$ cat src/rtl/downscale_pkg.sv
// Shared types for the SIMD downscaler writeback stage: state encoding,
// pixel type and the pixel-counter width helper.
package downscale_pkg;

    typedef enum logic [1:0] {
        ST_IDLE,
        ST_ACCEPT,
        ST_DRAIN,
        ST_DONE
    } wb_state_t;

    typedef logic [7:0] pixel_t;

    // One extra bit so the counter can hold TOTAL itself, not just TOTAL-1.
    function automatic int count_width(input int total);
        return $clog2(total) + 1;
    endfunction

endpackage

$ cat src/rtl/downscale_writeback_simd_if.sv
// Vector input stream plus byte-wide BRAM write port of the writeback stage.
// The slave side is the writeback block; the master side feeds it and observes the memory port.
interface downscale_writeback_simd_if #(
    parameter int N      = 4,
    parameter int ADDR_W = 16
);
    import downscale_pkg::*;

    logic              in_valid;
    logic              in_ready;
    logic [N*8-1:0]    in_data;
    logic              mem_we;
    logic [ADDR_W-1:0] mem_addr;
    pixel_t            mem_data;

    modport master (
        output in_valid,
        output in_data,
        input  in_ready,
        input  mem_we,
        input  mem_addr,
        input  mem_data
    );

    modport slave (
        input  in_valid,
        input  in_data,
        output in_ready,
        output mem_we,
        output mem_addr,
        output mem_data
    );

endinterface

$ cat src/rtl/downscale_writeback_simd_lane_serializer.sv
// Holds one N-lane pixel vector and steps through its lanes one per cycle,
// lane 0 first.
module lane_serializer
    import downscale_pkg::*;
#(
    parameter int N = 4
) (
    input  logic           clk,
    input  logic           rst,
    input  logic           load,
    input  logic           advance,
    input  logic [N*8-1:0] vec,
    output pixel_t         lane_data,
    output logic           last
);

    localparam int LANE_W = (N > 1) ? $clog2(N) : 1;

    pixel_t            hold [N];
    logic [LANE_W-1:0] lane;

    // A load wins over an advance so a back-to-back vector restarts at lane 0.
    always_ff @(posedge clk or posedge rst) begin
        if (rst) begin
            lane <= '0;
            for (int k = 0; k < N; k++) begin
                hold[k] <= '0;
            end
        end else if (load) begin
            lane <= '0;
            for (int k = 0; k < N; k++) begin
                hold[k] <= vec[8*k +: 8];
            end
        end else if (advance) begin
            lane <= lane + LANE_W'(1);
        end
    end

    assign lane_data = hold[lane];
    assign last      = (lane == LANE_W'(N - 1));

endmodule

$ cat src/rtl/downscale_writeback_simd.sv
// Writeback stage: accepts N-lane pixel vectors and serializes them to a
// byte-wide BRAM port at consecutive addresses from a latched base.
module downscale_writeback_simd
    import downscale_pkg::*;
#(
    parameter int DST_W  = 16,
    parameter int DST_H  = 16,
    parameter int N      = 4,
    parameter int ADDR_W = 16
) (
    input  logic                                    clk,
    input  logic                                    rst,
    input  logic                                    start,
    input  logic [ADDR_W-1:0]                       base_addr,
    downscale_writeback_simd_if.slave               bus,
    output logic                                    busy,
    output logic                                    done,
    output logic [count_width(DST_W*DST_H)-1:0]     pix_count
);

    localparam int TOTAL = DST_W * DST_H;
    localparam int CNT_W = count_width(TOTAL);

    wb_state_t         state;
    wb_state_t         state_nx;
    logic [ADDR_W-1:0] base_q;
    logic [ADDR_W-1:0] addr_q;
    pixel_t            data_q;
    pixel_t            lane_data;
    logic [ADDR_W-1:0] write_addr;
    logic              load;
    logic              advance;
    logic              lane_last;
    logic              frame_last;
    logic              write_en;
    logic              ready;

    lane_serializer #(.N(N)) u_serializer (
        .clk       (clk),
        .rst       (rst),
        .load      (load),
        .advance   (advance),
        .vec       (bus.in_data),
        .lane_data (lane_data),
        .last      (lane_last)
    );

    assign write_addr = base_q + ADDR_W'(pix_count);
    assign frame_last = (pix_count == CNT_W'(TOTAL - 1));

    always_ff @(posedge clk or posedge rst) begin
        if (rst) begin
            state <= ST_IDLE;
        end else begin
            state <= state_nx;
        end
    end

    // Leaving DRAIN on the TOTAL-th pixel is what discards the unused lanes
    // of a partial final vector.
    always_comb begin
        state_nx = state;
        load     = 1'b0;
        advance  = 1'b0;
        ready    = 1'b0;
        write_en = 1'b0;
        case (state)
            ST_IDLE: begin
                if (start) begin
                    state_nx = ST_ACCEPT;
                end
            end
            ST_ACCEPT: begin
                ready = 1'b1;
                if (bus.in_valid) begin
                    load     = 1'b1;
                    state_nx = ST_DRAIN;
                end
            end
            ST_DRAIN: begin
                write_en = (pix_count < CNT_W'(TOTAL));
                if (frame_last) begin
                    state_nx = ST_DONE;
                end else if (lane_last) begin
                    ready = 1'b1;
                    if (bus.in_valid) begin
                        load = 1'b1;
                    end else begin
                        state_nx = ST_ACCEPT;
                    end
                end else begin
                    advance = 1'b1;
                end
            end
            ST_DONE: begin
                if (!start) begin
                    state_nx = ST_IDLE;
                end
            end
            default: begin
                state_nx = ST_IDLE;
            end
        endcase
    end

    // addr_q/data_q remember the last write so the port holds steady between writes.
    always_ff @(posedge clk or posedge rst) begin
        if (rst) begin
            base_q    <= '0;
            pix_count <= '0;
            addr_q    <= '0;
            data_q    <= '0;
        end else begin
            if (state == ST_IDLE && start) begin
                base_q    <= base_addr;
                pix_count <= '0;
            end
            if (write_en) begin
                pix_count <= pix_count + CNT_W'(1);
                addr_q    <= write_addr;
                data_q    <= lane_data;
            end
        end
    end

    assign bus.in_ready = ready;
    assign bus.mem_we   = write_en;
    assign bus.mem_addr = write_en ? write_addr : addr_q;
    assign bus.mem_data = write_en ? lane_data : data_q;
    assign busy         = (state == ST_ACCEPT) || (state == ST_DRAIN);
    assign done         = (state == ST_DONE);

endmodule

$ cat src/flat_wrapper.sv
// flat-port wrapper written by rule: the top's interface ports become plain ports
module downscale_writeback_simd_flat import downscale_pkg::*;
#(
    parameter int DST_W  = 16,
    parameter int DST_H  = 16,
    parameter int N      = 4,
    parameter int ADDR_W = 16
)
  (clk, rst, start, base_addr, busy, done, pix_count, bus_in_valid, bus_in_data, bus_in_ready, bus_mem_we, bus_mem_addr, bus_mem_data);
  downscale_writeback_simd_if #(.N(N), .ADDR_W(ADDR_W)) bus_i ();
  input  logic clk;
  input  logic rst;
  input  logic start;
  input  logic [ADDR_W-1:0] base_addr;
  output logic busy;
  output logic done;
  output logic [count_width(DST_W*DST_H)-1:0] pix_count;
  input wire logic [$bits(bus_i.in_valid)-1:0] bus_in_valid;
  input wire logic [$bits(bus_i.in_data)-1:0] bus_in_data;
  output wire logic [$bits(bus_i.in_ready)-1:0] bus_in_ready;
  output wire logic [$bits(bus_i.mem_we)-1:0] bus_mem_we;
  output wire logic [$bits(bus_i.mem_addr)-1:0] bus_mem_addr;
  output wire logic [$bits(bus_i.mem_data)-1:0] bus_mem_data;
  assign bus_i.in_valid = bus_in_valid;
  assign bus_i.in_data = bus_in_data;
  assign bus_in_ready = bus_i.in_ready;
  assign bus_mem_we = bus_i.mem_we;
  assign bus_mem_addr = bus_i.mem_addr;
  assign bus_mem_data = bus_i.mem_data;
  downscale_writeback_simd #(.DST_W(DST_W), .DST_H(DST_H), .N(N), .ADDR_W(ADDR_W)) u_core (.clk(clk), .rst(rst), .start(start), .base_addr(base_addr), .bus(bus_i), .busy(busy), .done(done), .pix_count(pix_count));
endmodule
$ cat config.mk
export PLATFORM = sky130hd
export DESIGN_NAME = downscale_writeback_simd_flat
export DESIGN_NICKNAME = d
export VERILOG_FILES = /design/src/rtl/downscale_pkg.sv /design/src/rtl/downscale_writeback_simd_if.sv /design/src/rtl/downscale_writeback_simd_lane_serializer.sv /design/src/rtl/downscale_writeback_simd.sv /design/src/flat_wrapper.sv
export SDC_FILE = /design/constraint.sdc
export NUM_CORES = 1
export LEC_CHECK = 0
export CAP_MARGIN = 20
export CORE_MARGIN = 2
export CORE_UTILIZATION = 40
export CTS_CLUSTER_SIZE = 10
export DETAILED_ROUTE_END_ITERATION = 7
export DONT_BUFFER_PORTS = 1
export PLACE_DENSITY = 0.57
export REMOVE_ABC_BUFFERS = 1
export SETUP_SLACK_MARGIN = 0.15
export SLEW_MARGIN = 30
export SYNTH_ARGS = -nofsm -noshare
export SYNTH_HDL_FRONTEND = slang
export SYNTH_SLANG_ARGS = --single-unit
$ cat constraint.sdc
create_clock -name clk -period 3 [get_ports clk]
set_clock_uncertainty 0.05 [all_clocks]
set_input_delay 0.45 -clock clk [delete_from_list [all_inputs] [get_ports clk]]
set_output_delay 0.45 -clock clk [all_outputs]
set_load 0.01 [all_outputs]
==> results.sh, run 1 <==
export IMPL_cp_data_required_time_ns=2.50
export IMPL_gp_congestion=0.797
export IMPL_rsz0062_at_grt="true"
export IMPL_ctsHoldBuffers=0
export IMPL_synth_cells=354
export IMPL_power_ir_vdd_worst_mv=0.416
export IMPL_cts_buffers=9
export IMPL_clkTransAtPathRegs_ns=0.09
export IMPL_fin_crit_ns=2.80
export IMPL_maxCapViolations=0
export IMPL_clkPwrFrac_pct=15.2
export IMPL_crit_slowest_cell="a221o_2"
export IMPL_worstPathCellList="buf_6, ha_4, a21o_4, a221o_2, a31oi_4, o21ai_2, a31oi_4"
export IMPL_ys_ff_latch=85
export IMPL_avgSynthCellArea_um2=11.7
export IMPL_die_x_um=106
export IMPL_crit_fanout=5
export IMPL_grt_use_total_pct=16.8
export IMPL_startpoint_type="register"
export IMPL_finalHoldViolations=0
export IMPL_grt_max_degree=42
export IMPL_clkLatencyLatePin_ns=0.37
export IMPL_critical_path_top_delay_family="compound AO/OA/AOI/OAI gates"
export IMPL_hold_path_class="in -> async"
export IMPL_cpMostUsedCell="a31oi_4"
export IMPL_diodes=0
export IMPL_synthTopCellsByArea="dfrtp_1 51%, mux2_2 13%, nand2_1 5.2%"
export IMPL_finalCritPeriodShare_pct=93.4
export IMPL_seq_area_frac_synth_pct=51.3
export IMPL_power_density_nw_per_um2=1130
export IMPL_vias=2761
export IMPL_final_util_pct=47.5
export IMPL_synth_top_family_by_area="multiplexers"
export IMPL_synthFlopType="dfrtp_1"
export IMPL_ys_types=56
export IMPL_first_iter_violations=116
export IMPL_cts_tree="yes"
export IMPL_yosysTopAreaCell="dfrtp_1"
export IMPL_drv_slew=0
export IMPL_critPathKind="reg -> out"
export IMPL_vias_per_cell=5.40
export IMPL_yosys_warnings=0
export IMPL_die_y_um=106
export IMPL_place_area_um2=4360
export IMPL_sw_frac_of_total_pct=39.0
export IMPL_synth_common_cells="85 x dfrtp_1, 58 x nand2_1, 48 x mux2_2"
export IMPL_grt_first_pass_wirelength_mm=14.6
export IMPL_relSlewSlack_pct=43.6
export IMPL_synth_edf_count=0
export IMPL_setup_violations=0
export IMPL_nets=439
export IMPL_port_buffer_count=0
export IMPL_htree_levels=3
export IMPL_ant_nets=0
export IMPL_grt_pass1_vias=2906
export IMPL_rows=37
export IMPL_grt_overflow=0
export IMPL_drc=0
export IMPL_netlist_area_um2=4150
export IMPL_synth_xor_area_share_pct=2.32
export IMPL_p_switching_mw=2.13
export IMPL_slowest_delay_ns=0.43
export IMPL_routed_wl_mm=8.84
export IMPL_cp_num_buf_inv=1
export IMPL_syn_to_final_growth_pct=16.6
export IMPL_post_synth_top_count_cell="dfrtp_1"
export IMPL_status="finished clean"
export IMPL_die_area_um2=11200
export IMPL_num_io_pins=89
export IMPL_synth_simple_area_share_pct=11.3
export IMPL_synth_area_mux_share_pct=17.9
export IMPL_synth_top_area_share_pct=51.3
export IMPL_drive_above_1_share_pct=35.7
export IMPL_intPower_mw=3.33
export IMPL_dp_hpwl_mm=6.10
export IMPL_cts_sinks=85
export IMPL_wl_per_cell_um=17.3
export IMPL_yosys_area_share_adder_pct=5.31
export IMPL_fmax_mhz=357
export IMPL_start_util_pct=40.7
export IMPL_leakagePower_nw=2.05
export IMPL_cts_root_buf="clkbuf_8"
export IMPL_crit_path_end_kind="output port"
export IMPL_synth_compound_area_share_pct=9.20
export IMPL_first_pass_iters=4
export IMPL_p_seq_share_pct=37.4
export IMPL_core_um2=10200
export IMPL_design_area_um2=4840
export IMPL_antenna_found_initial=1
export IMPL_clk_path_buf_depth=2
export IMPL_worst_pin_slew_ns=0.844
export IMPL_cp_arrival_ns=2.30
export IMPL_synthArstFlopShare_pct=100
export IMPL_combPwrFrac_pct=47.4
sequential cells by signal, summed over array words and instances, names as in the netlist:
| name | flops |
|---|---|
| u_core.pix_count | 9 |
| u_core.u_serializer.lane | 2 |
| u_core.data_q | 8 |
| u_core.u_serializer.hold | 32 |
| u_core.addr_q | 16 |
| u_core.base_q | 16 |
| u_core.state | 2 |
layout by cell type (no fill, tap or decap), types with 5 or more instances in the layout:
| cell | n |
|---|---|
| buf_4 | 18 |
| o21ai_2 | 6 |
| dfrtp_1 | 80 |
| nand4_1 | 6 |
| and3_1 | 6 |
| o21ai_0 | 17 |
| mux2_2 | 48 |
| ha_1 | 8 |
| mux4_2 | 8 |
| clkbuf_8 | 10 |
| a21oi_1 | 12 |
| nor2_1 | 9 |
| xnor2_1 | 5 |
| inv_1 | 6 |
| xor2_1 | 6 |
| dfrtp_2 | 5 |
| nand2_1 | 58 |
| ha_4 | 8 |
final cells by class:
| class | count | area, um^2 |
|---|---|---|
| fill | 959 | 5340 |
| multi-input combinational | 246 | 2140 |
| sequential | 85 | 2130 |
| tap | 136 | 170 |
| timing repair buffer | 20 | 166 |
| clock buffer | 11 | 141 |
| clock inverter | 5 | 60.1 |
| inverter | 8 | 32.5 |
final timing paths:
path                                               from                      endpoint  slack [ns]  cells past startpoint
setup reg to reg                    u_core.pix_count[1]   u_core.u_serializer.hold[2]        0.38                     11
max in group asynchronous                           rst           u_core.pix_count[8]        2.12                      2
hold / removal                                      rst              u_core.data_q[3]       0.002                      1
setup / recovery                    u_core.pix_count[1]              bus_mem_addr[13]        0.20                      7
min in group clk                           bus_in_valid   u_core.u_serializer.lane[1]        0.11                      1
hold reg to reg            u_core.u_serializer.hold[18]  u_core.u_serializer.hold[18]        0.46                      1
worst register-to-register path, stage by stage (launching register included):
cell      delay [ns]
dfrtp_1         0.41
ha_1            0.21
and3_1          0.17
and3_1          0.21
and3_1          0.19
ha_1            0.19
nand2b_1        0.18
nor2_1          0.09
o21a_2          0.18
nand2_1         0.10
buf_12          0.18
mux2_1          0.33
power by group through the flow:
stage,combinational [mW],sequential [mW],clock [mW]
5_1_grt,2.89,2.12,0.896
6_report,2.59,2.04,0.828
4_1_cts,2.52,2.04,0.864
3_5_place_dp,2.31,2.03,0
3_3_place_gp,2.27,2.01,0
2_1_floorplan,1.76,1.97,0
through the flow:
stage | cells | TNS, ns | setup slack, ns | hold slack (ns) | power [mW]
after global routing | 511 | 0 | 0.0873 | 0.0499 | 5.91
after floorplan | 339 | -3.01 | -0.268 | 0.409 | 3.73
after CTS | 510 | 0 | 0.116 | 0.0183 | 5.43
final | 511 | 0 | 0.197 | 0.00175 | 5.46
after detailed placement | 490 | 0 | 0.307 | 0.426 | 4.34
after global placement | 490 | 0 | 0.336 | 0.412 | 4.28
layer usage:
layer	GRT usage [%]	part of all wire, %	routed length (um)
met1	18.8	40	3530
met2	28.6	50	4410
met3	7.42	8.5	752
met4	5.17	1.5	137
met5	0	0.15	13
what timing repair did:
item                                    4_1_cts  5_1_grt
pin swaps                                    14       11
endpoints found under the setup margin       12       12
buffers inserted                              4        1
gates resized for setup                      30       17
cloned                                        0        0
cell families after synthesis:
| kind of cell | after synthesis |
|---|---|
| simple gates | 99 |
| flops | 85 |
| compound gates | 61 |
| mux | 58 |
| buf+inv | 23 |
| fa+ha+maj | 17 |
| xor+xnor | 11 |
(Power assumes the default switching activity.)
==> run 2, diff against run 1 <==
--- a/config.mk
+++ b/config.mk
@@ -14,6 +14,7 @@
 export PLACE_DENSITY = 0.57
 export REMOVE_ABC_BUFFERS = 1
 export SETUP_SLACK_MARGIN = 0.15
+export SKIP_LAST_GASP = 1
 export SLEW_MARGIN = 30
 export SYNTH_ARGS = -nofsm -noshare
 export SYNTH_HDL_FRONTEND = slang
==> results of run 2 <==
Same layout as run 1: the final DEF is identical, and so are final timing and power.
==> run 3, diff against run 2 <==
--- a/config.mk
+++ b/config.mk
@@ -7,11 +7,11 @@
 export LEC_CHECK = 0
 export CAP_MARGIN = 20
 export CORE_MARGIN = 2
-export CORE_UTILIZATION = 40
+export CORE_UTILIZATION = 60
 export CTS_CLUSTER_SIZE = 10
 export DETAILED_ROUTE_END_ITERATION = 7
 export DONT_BUFFER_PORTS = 1
-export PLACE_DENSITY = 0.57
+export PLACE_DENSITY = 0.79
 export REMOVE_ABC_BUFFERS = 1
 export SETUP_SLACK_MARGIN = 0.15
 export SKIP_LAST_GASP = 1
==> results.sh, run 3 (same netlist as run 1, synthesis figures left out) <==
export IMPL_met1_usage_pct=27.9
export IMPL_reg2reg_slack_ns=0.33
export IMPL_cp_data_required_time_ns=2.50
export IMPL_num_io_pins=89
export IMPL_ant_nets=0
export IMPL_die_y_um=87.2
export IMPL_setup_violations=0
export IMPL_timing_rr_start="u_core.pix_count[1]"
export IMPL_use_met2_pct=40.0
export IMPL_core_um2=6760
export IMPL_worst_pin_slew_ns=0.834
export IMPL_reg_top3="u_core.u_serializer.hold x32, u_core.addr_q x16, u_core.base_q x16"
export IMPL_leakagePower_nw=2.04
export IMPL_cts_tree="yes"
export IMPL_first_pass_iters=4
export IMPL_vias=2799
export IMPL_largest_reg_flops=32
export IMPL_maxCapViolations=0
export IMPL_status="finished clean"
export IMPL_grt_overflow=0
export IMPL_cts_buffers=9
export IMPL_timing_rr_end="u_core.u_serializer.hold[20]"
export IMPL_drv_slew=0
export IMPL_clk_path_buf_depth=2
export IMPL_startpoint_type="register"
export IMPL_met3_usage_pct=8.91
export IMPL_power_mw=5.48
export IMPL_fin_crit_ns=2.83
export IMPL_finalCritPeriodShare_pct=94.2
export IMPL_relSlewSlack_pct=44.2
export IMPL_clkTransAtPathRegs_ns=0.09
export IMPL_cp_arrival_ns=2.33
export IMPL_syn_to_final_growth_pct=15.2
export IMPL_placed_cells_incl_taps=433
export IMPL_critPathLaunch="u_core.pix_count[3]"
export IMPL_rows=30
export IMPL_final_common_cell="dfrtp_1"
export IMPL_tns_ns=0
export IMPL_endpoint="bus_mem_addr[15]"
export IMPL_die_area_um2=7600
export IMPL_grt_busiest_layer="met2"
export IMPL_cts_root_buf="clkbuf_8"
export IMPL_power_density_nw_per_um2=1150
export IMPL_place_ws_ns=0.245
export IMPL_die_x_um=87.2
export IMPL_grt_use_total_pct=23.8
export IMPL_fmax_mhz=354
export IMPL_nets=439
export IMPL_htree_levels=3
export IMPL_critPathKind="reg -> out"
export IMPL_cts_sinks=85
export IMPL_crit_path_end_kind="output port"
export IMPL_top_register="u_core.u_serializer.hold"
export IMPL_reg2reg_depth=12
export IMPL_hold_path_class="in -> reg"
export IMPL_power_ir_vdd_worst_mv=0.547
export IMPL_drc=0
export IMPL_grt_max_degree=36
export IMPL_wl_per_cell_um=19.1
export IMPL_routed_wl_mm=8.73
export IMPL_final_cells=456
export IMPL_vias_per_cell=6.14
export IMPL_finalHoldViolations=0
export IMPL_rsz0062_at_grt="true"
export IMPL_crit_fanout=5
export IMPL_first_iter_violations=132
export IMPL_gp_congestion=0.802
export IMPL_antenna_found_initial=1
export IMPL_drive_above_1_share_pct=37.3
export IMPL_setup_ws_ns=0.174
export IMPL_clkLatencyLatePin_ns=0.37
export IMPL_port_buffer_count=0
export IMPL_grt_first_pass_wirelength_mm=13.8
export IMPL_mostFrequentLayoutCells="79 x dfrtp_1, 57 x nand2_1, 48 x mux2_2, 17 x buf_4, 16 x o21ai_0"
export IMPL_dp_hpwl_mm=5.92
export IMPL_start_util_pct=61.4
export IMPL_grt_pass1_vias=2879
## run 3: cell types whose count changed in the layout (fill, tap and decap cells not counted), sizes merged
cell,change
diode,+1
inv,+4
buf,-1
dlygate4sd3,+1
clkbuf,-2
clkinv,-2
## run 3: how the worst min path moves through the flow
stage / from / to / slack, ns / cells after the start
global route: bus_in_valid / u_core.u_serializer.lane[1] / 0.10 / 1
CTS: bus_in_valid / u_core.u_serializer.lane[1] / 0.10 / 1
global placement: rst / u_core.data_q[3] / 0.37 / 1
floorplan: u_core.u_serializer.hold[2] / u_core.u_serializer.hold[2] / 0.41 / 1
finish: bus_in_valid / u_core.u_serializer.lane[1] / 0.11 / 1
detailed placement: rst / u_core.data_q[3] / 0.37 / 1
## run 3: layer usage
layer	vias to the layer above	wire length (um)	share of wire, %
met5	-	0	0
met4	0	153	1.8
met3	15	716	8.2
met2	101	4480	51
met1	1376	3380	39
li1	1307	-	-
## run 3: through the flow
step / util [%] / hold WS [ns] / area [um^2]
2_1_floorplan: - / 0.409 / 4070
3_3_place_gp: 63.2 / 0.365 / 4270
3_5_place_dp: 63.2 / 0.372 / 4270
4_1_cts: 68.8 / 0.101 / 4650
5_1_grt: 70.7 / 0.105 / 4780
6_report: 70.8 / 0.109 / 4780
## run 3: cell type report
class	count	area, um^2
inverter	8	31.3
multi-input combinational	246	2140
clock buffer	9	124
clock inverter	7	80.1
tap	80	100
timing repair buffer	20	169
antenna	1	2.50
sequential	85	2130
fill	468	1970
## run 3: worst max-delay path, stage by stage, from the launching register on
cell and delay, ns:
dfrtp_2 0.48, ha_4 0.28, a21o_1 0.16, a221o_2 0.47
and4_4 0.24, o21ai_1 0.18, nand3_2 0.14
## run 3: report_power, final
| group | switching, mW | internal, mW | total, mW |
|---|---|---|---|
| Clock | 0.445 | 0.398 | 0.842 |
| Combinational | 1.38 | 1.20 | 2.58 |
| Sequential | 0.362 | 1.69 | 2.06 |
## run 3: timing repair
action                                  4_1_cts  5_1_grt
endpoints found under the hold margin        33        0
hold buffers                                  1        0
pin swaps                                    13       18
endpoints found under the setup margin       12       44
gates resized for setup                      29       26
setup buffers                                 3        2
